<file path="src/rtl/icache_mem_read_responder.sv">
// Icache block-refill responder: fetches one aligned cache block as WBKSZ
// pipelined word reads and returns it as a single block with valid/ready.
//
// state    | meaning
// ST_IDLE  | ready for a block request
// ST_FETCH | issuing word reads and collecting beats in order
// ST_RESP  | block held on the response channel until accepted
module icache_mem_read_responder #(
    parameter int WDSZ      = 32,
    parameter int WBKSZ     = 8,
    parameter int MAX_OUTST = 4
) (
    input  logic                   clk,
    input  logic                   rst_n,
    input  logic [WDSZ-1:0]        mem_read_req_addr,
    input  logic                   mem_read_req_valid,
    output logic                   mem_read_req_ready,
    output logic [WBKSZ*WDSZ-1:0]  mem_read_resp_data,
    output logic                   mem_read_resp_valid,
    input  logic                   mem_read_resp_ready,
    output logic                   mem_read_resp_err,
    output logic [WDSZ-1:0]        bus_araddr,
    output logic                   bus_arvalid,
    input  logic                   bus_arready,
    input  logic [WDSZ-1:0]        bus_rdata,
    input  logic                   bus_rerr,
    input  logic                   bus_rvalid,
    output logic                   bus_rready
);

    localparam int CW    = $clog2(WBKSZ) + 1;
    localparam int OFS_W = $clog2(WBKSZ * WDSZ / 8);

    localparam logic [WDSZ-1:0] WORD_BYTES = WDSZ'(WDSZ / 8);
    localparam logic [WDSZ-1:0] BLK_MASK   = ~((WDSZ'(1) << OFS_W) - WDSZ'(1));

    localparam logic [1:0] ST_IDLE  = 2'd0;
    localparam logic [1:0] ST_FETCH = 2'd1;
    localparam logic [1:0] ST_RESP  = 2'd2;

    logic [1:0]             state_q;
    logic                   rst_done_q;
    logic [WDSZ-1:0]        base_q;
    logic [CW-1:0]          iss_cnt_q;
    logic [CW-1:0]          rcv_cnt_q;
    logic                   err_q;
    logic [WBKSZ*WDSZ-1:0]  data_q;
    logic [CW-1:0]          outst;
    logic                   accept;
    logic                   issue;
    logic                   beat;

    assign outst = iss_cnt_q - rcv_cnt_q;

    // rst_done_q keeps req_ready low until the first clock after reset release
    assign mem_read_req_ready  = (state_q == ST_IDLE) && rst_done_q;
    assign mem_read_resp_valid = (state_q == ST_RESP);
    assign mem_read_resp_err   = err_q;
    assign mem_read_resp_data  = data_q;

    assign bus_arvalid = (state_q == ST_FETCH) && (iss_cnt_q < CW'(WBKSZ))
                         && (outst < CW'(MAX_OUTST));
    assign bus_araddr  = base_q + WDSZ'(iss_cnt_q) * WORD_BYTES;
    assign bus_rready  = (state_q == ST_FETCH);

    assign accept = mem_read_req_valid && mem_read_req_ready;
    assign issue  = bus_arvalid && bus_arready;
    assign beat   = bus_rvalid && bus_rready;

    always_ff @(posedge clk or negedge rst_n) begin
        if (!rst_n) begin
            state_q    <= ST_IDLE;
            rst_done_q <= 1'b0;
            base_q     <= '0;
            iss_cnt_q  <= '0;
            rcv_cnt_q  <= '0;
            err_q      <= 1'b0;
        end else begin
            rst_done_q <= 1'b1;
            case (state_q)
                ST_IDLE: begin
                    if (accept) begin
                        base_q    <= mem_read_req_addr & BLK_MASK;
                        iss_cnt_q <= '0;
                        rcv_cnt_q <= '0;
                        err_q     <= 1'b0;
                        state_q   <= ST_FETCH;
                    end
                end
                ST_FETCH: begin
                    if (issue) begin
                        iss_cnt_q <= iss_cnt_q + CW'(1);
                    end
                    if (beat) begin
                        rcv_cnt_q <= rcv_cnt_q + CW'(1);
                        err_q     <= err_q | bus_rerr;
                        if (rcv_cnt_q == CW'(WBKSZ - 1)) begin
                            state_q <= ST_RESP;
                        end
                    end
                end
                ST_RESP: begin
                    if (mem_read_resp_ready) begin
                        state_q <= ST_IDLE;
                    end
                end
                default: state_q <= ST_IDLE;
            endcase
        end
    end

    // Beats arrive in issue order, so the receive count selects the slot
    always_ff @(posedge clk or negedge rst_n) begin
        if (!rst_n) begin
            data_q <= '0;
        end else begin
            for (int i = 0; i < WBKSZ; i++) begin
                if (beat && (rcv_cnt_q == CW'(i))) begin
                    data_q[i*WDSZ +: WDSZ] <= bus_rdata;
                end
            end
        end
    end

endmodule

</file>
<file path="config.mk">
export PLATFORM = sky130hd
export DESIGN_NAME = icache_mem_read_responder
export DESIGN_NICKNAME = d
export VERILOG_FILES = /design/src/rtl/icache_mem_read_responder.sv
export SDC_FILE = /design/constraint.sdc
export NUM_CORES = 1
export LEC_CHECK = 0
export BUFFER_PORTS_ARGS = -buffer_cell sky130_fd_sc_hd__buf_2
export CORE_AREA = 8 8 170 172
export DETAILED_ROUTE_END_ITERATION = 8
export DIE_AREA = 0 0 178 180
export GPL_TIMING_DRIVEN = 1
export PLACE_DENSITY = 0.74
export SYNTH_ARGS = -nofsm -noshare
export SYNTH_HDL_FRONTEND = slang
export SYNTH_SLANG_ARGS = --single-unit
</file>
<file path="constraint.sdc">
create_clock -name clk -period 1.9 [get_ports clk]
set_input_delay 0.38 -clock clk [delete_from_list [all_inputs] [get_ports clk]]
set_output_delay 0.38 -clock clk [all_outputs]
set_load 0.01 [all_outputs]
</file>
==> Word level (Yosys, flattened, before mapping) <==
Cells that the tools add are included.
{ "totals": {"reg_bits": 295, "inputBits": 71, "elab_cells": 69} }
{ "classes": {"n_addsub": 4, "order_cmp": 2, "eq_ne": 14, "n_mux": 13, "bitwise": 1, "reduce_logical": 21} }
{ "ops": {"columns": ["operator", "count"], "rows": [
  ["adder 32 x 6 -> 32 bit", 1],
  ["equality test 4 x 3 -> 1 bit, second input constant", 4],
  ["case mux 4 bit (2 select lines)", 2],
  ["logical AND 1 bit", 14],
  ["2-to-1 mux 4 bit", 3],
  ["adder 4 x 1 -> 4 bit, second input constant", 2],
  ["equality test 4 x 2 -> 1 bit, second input constant", 2],
  ["2-to-1 mux 2 bit", 4],
  ["!= test 2 x 1 -> 1 bit, second input constant", 4],
  ["case mux 2 bit (3 select lines)", 1],
  ["AND reduction 3 bit", 2],
  ["equality test 4 x 1 -> 1 bit, second input constant", 1],
  ["logical NOT 4 bit", 1],
  ["less-than comparator 4 x 3 -> 1 bit, second input constant", 1],
  ["less-than comparator 4 bit, second input constant", 1],
  ["AND reduction 4 bit", 1],
  ["subtractor 4 bit", 1],
  ["equality test 2 x 1 -> 1 bit, second input constant", 1],
  ["equality test 2 bit, second input constant", 1],
  ["logical NOT 2 bit", 1],
  ["2-to-1 mux 1 bit", 2],
  ["!= test 2 bit, second input constant", 1],
  ["case mux 1 bit (2 select lines)", 1],
  ["AND reduction 2 bit", 1],
  ["other kinds (2)", 2]
]} }

==> Depth between registers and ports, before layout <==
{ "depth": {"word_depth": 6, "depth_mapped": 7, "ltp_nobuf": 7} }

==> Worst setup path before layout <==
Ideal clock, no wire load.
{ "synth_path": {"path_kind": "flip-flop to output port", "start": "register iss_cnt_q[3]", "end": "output port bus_araddr[25]", "t_arrival_ns": 1.668, "required_time_ns": 1.520, "path_slack_ns": -0.148, "path_stages_with_launch": 8, "cell_sequence": "dfrtp_1 ha_1 ha_1 and4_1 nand4_1 nor2_1 nand4_1 xnor2_1"} }
{ "synth_via": {"elab_chain_len": 1} }
{ "synth_lines": {"columns": ["element", "line", "rtl"], "rows": [
  ["start, declared", "44", "logic [CW-1:0] iss_cnt_q;"],
  ["start signal, assigned", "92", "iss_cnt_q <= iss_cnt_q + CW'(1);"],
  ["adder 32 x 6 -> 32 bit", "63", "assign bus_araddr = base_q + WDSZ'(iss_cnt_q) * WORD_BYTES;"],
  ["end, declared", "22", "output logic [WDSZ-1:0] bus_araddr,"]
]} }
No other way between the ends.

==> Final worst setup path <==
{ "layout_path": {"start": "register base_q[5]", "end": "output port bus_araddr[31]"} }
{ "layout_via": {"elab_chain_len": 1} }
{ "layout_lines": {"columns": ["element", "line", "rtl"], "rows": [
  ["start, declared", "43", "logic [WDSZ-1:0] base_q;"],
  ["start signal, assigned", "83", "base_q <= mem_read_req_addr & BLK_MASK;"],
  ["adder 32 x 6 -> 32 bit", "63", null]
]} }
No other way between the ends.

==> flow_summary.ini <==
[routing]
wl_per_cell_um = 21.10
drc = 0
routed-via-count = 7831
drt_iter0_markers = 263
via_per_inst = 5.046
routed_wl_mm = 32.75
drtAntennaViolNets = 0
dr.pass1.iters = 4

[global_route]
antenna_found_initial = 0
grt_pass1_vias = 8595
track_usage_pct = 19.84
grt_pass1_wl_mm = 50.34
gr-total-overflow = 0
grt_max_degree = 60

[synth]
synth_cells = 748
ys_seq_area_share_pct = 63.31
avgSynthCellArea_um2 = 15.59
synth_ff_type = dfrtp_1
synth.most_common_cell = dfrtp_1
synth_common_cells = dfrtp_1 (295), mux2_2 (285), buf_2 (28), nand2_1 (23), xnor2_1 (20)
yosysWarnings = 0
synth_edf_count = 0
synth_area_leaders = dfrtp_1 (63%), mux2_2 (28%), xnor2_1 (1.5%), buf_2 (1.2%), ha_1 (0.97%)
ys_ff_latch = 295
yosys.area.top_type = dfrtp_1
synth_area_mm2 = 0.01166
synth.top_cell.area_share_pct = 63.31
async_reset_ff_share_pct = 100.0
synth.distinct_cells = 34

[critical_path]
critPathRequiredTime_ns = 1.52
cp.arrival_ns = 2.30
slowest_stage = dfrtp_1
slowest_delay_ns = 0.39
critPathLaunchType = register
r2r_cells = 7
worstPathCellList = ha_4, ha_4, and4_4, nand4_1, nor2_2, nand4_1, xnor2_2, buf_2
critPathKind = reg -> out
crit_family = simple AND/OR/NAND/NOR gates
cp.depth = 8
worstPathMaxFanout = 3
rrSetupSlack_ns = 0.04
setup.worst_path.end_class = output pin
crit_buf_inv = 1

[placed_design]
place_congestion = 0.8343
io_buffers = 356
hpwl_mm = 22.89
place_area_mm2 = 0.01450

[timing]
tightestPinTransition_ns = 0.5495
slew_headroom_pct = 63.37
fmax_ghz = 0.3733
fin_hold_ws_ns = 0.03358
finClkSkew_ns = 0.01073
timing.final.crit_share_pct = 141.0
grt_setup_unrepaired = yes
drv_slew = 0
setup_viol = 26
min_period_ns = 2.679
layout_setup_ws_ns = -0.7791
hold_viol_final = 0

[floorplan]
die_w_um = 178
io_pins = 364
rows = 60
chipHeight_um = 180
core_mm2 = 0.02635
start_util_pct = 44.25
die_area_mm2 = 0.03204

[cts]
cts_tree = built
clk_latency_ns = 0.55
cts.sinks = 295
cts_buffer_depth = 3
cts_root_buf = clkbuf_16
numCtsBuffers = 31
cts-htree-levels = 1
clkTransAtPathRegs_ns = 0.06

[outcome]
status = complete, but fails checks
violations = negative setup slack

[layout]
drive_above_1_share_pct = 68.95
syn2layout_area_growth_pct = 37.33
antenna_cells = 0
layout.nets = 1267
fin_area_mm2 = 0.01601

[job]
max-cap-violations = 0

[power_and_ir_drop]
ir_worst_vdd_mv = 1.088
leakage_nw = 8.036
power_density_mw_per_mm2 = 1791

[min_path]
hold_path_depth = 2
hp-class = in -> reg
## state kept, by name, indices dropped and copies added, names as in the netlist
signal and count:
mem_read_resp_data 256, state_q 2, rcv_cnt_q 4, base_q 27, rst_done_q 1, iss_cnt_q 4
mem_read_resp_err 1
## layout by cell type, fill, tap and decap left out, types with 3 or more instances in the layout
master,count
nand3_1,4
bufinv_16,4
a21oi_1,3
inv_1,4
nor2_4,4
conb_1,3
buf_4,57
clkbuf_8,9
nor2_1,6
nand2_1,10
nand4_1,7
and3_1,3
buf_12,16
nand2_2,12
clkinv_2,5
nand3_2,6
clkbuf_1,7
clkbuf_16,31
dfrtp_1,292
ha_1,5
xnor2_2,12
dfrtp_2,3
xor2_1,7
xnor2_1,8
buf_2,352
mux2_2,284
ha_4,4
buf_6,11
## area by class of cell
type / count / area [um^2]
multi-input cells: 414 / 4433
fillers: 2032 / 10340
flip-flops and latches: 295 / 7386
clock inverters: 10 / 153.9
repair buffers: 438 / 2659
well taps: 341 / 426.7
inverters: 7 / 28.78
clock buffers: 47 / 925.9
## worst reg2reg max path, stage by stage, from the launching register on
cell     delay (ns)
dfrtp_1        0.42
ha_4           0.18
xnor2_2        0.21
nor4_4         0.05
mux2_4         0.27
buf_4          0.15
and2_4         0.16
a221o_1        0.30
## layer usage
metal  GRT usage [%]  share of wire (%)  up-vias
li1                -                  -     3511
met1           23.87                 40     4032
met2           34.15                 51      230
met3           4.862                6.9       58
met4           6.504                2.8        0
met5               0                  0        -
## per-stage QoR
stage	total power, mW	TNS [ns]	cells	utilization [%]	worst slack, ns
final	28.67	-15.27	1552	60.77	-0.7791
after global routing	30.24	-18.35	1552	60.77	-0.9147
after CTS	28.77	-15.81	1551	60.30	-0.8170
after detailed placement	21.99	-2.446	1479	55.04	-0.3244
after global placement	21.64	-1.950	1479	55.04	-0.2684
after floorplan	16.55	-0.3093	749	-	-0.1076
## timing repair
item	in CTS	in global routing
pin swaps	26	19
cloned	0	0
buffers inserted	14	6
hold endpoints to repair	49	0
resized for setup	45	24
endpoints found under the setup margin	29	31
hold buffers	1	0
## logic make-up after synthesis
| logic type | count (synthesis) | share of synthesized area, % |
|---|---|---|
| AOI/OAI and AO/OA | 11 | 0.6224 |
| xor gates and xnor gates | 28 | 2.103 |
| adders and majority gates | 9 | 0.9658 |
| buffers and inverters | 40 | 1.749 |
| DFF | 295 | 63.31 |
| muxes | 285 | 27.52 |
| other | 2 | 0.06441 |
| and+or+nand+nor | 78 | 3.659 |
## worst paths after layout
| path | startpoint | endpoint |
|---|---|---|
| min reg2reg | mem_read_resp_data[112] | mem_read_resp_data[112] |
| min | mem_read_resp_ready | state_q[1] |
| min in group asynchronous | rst_n | mem_read_resp_data[195] |
| max | base_q[5] | bus_araddr[31] |
| max in group asynchronous | rst_n | state_q[0] |
| max reg2reg | iss_cnt_q[2] | iss_cnt_q[1] |
## power by group
part	internal, mW	switching, mW
Clock	3.88	2.41
Combinational	5.91	5.52
Sequential	9.31	1.65
Total	19.1	9.58
Note: power is estimated with default switching activity, not from simulation.
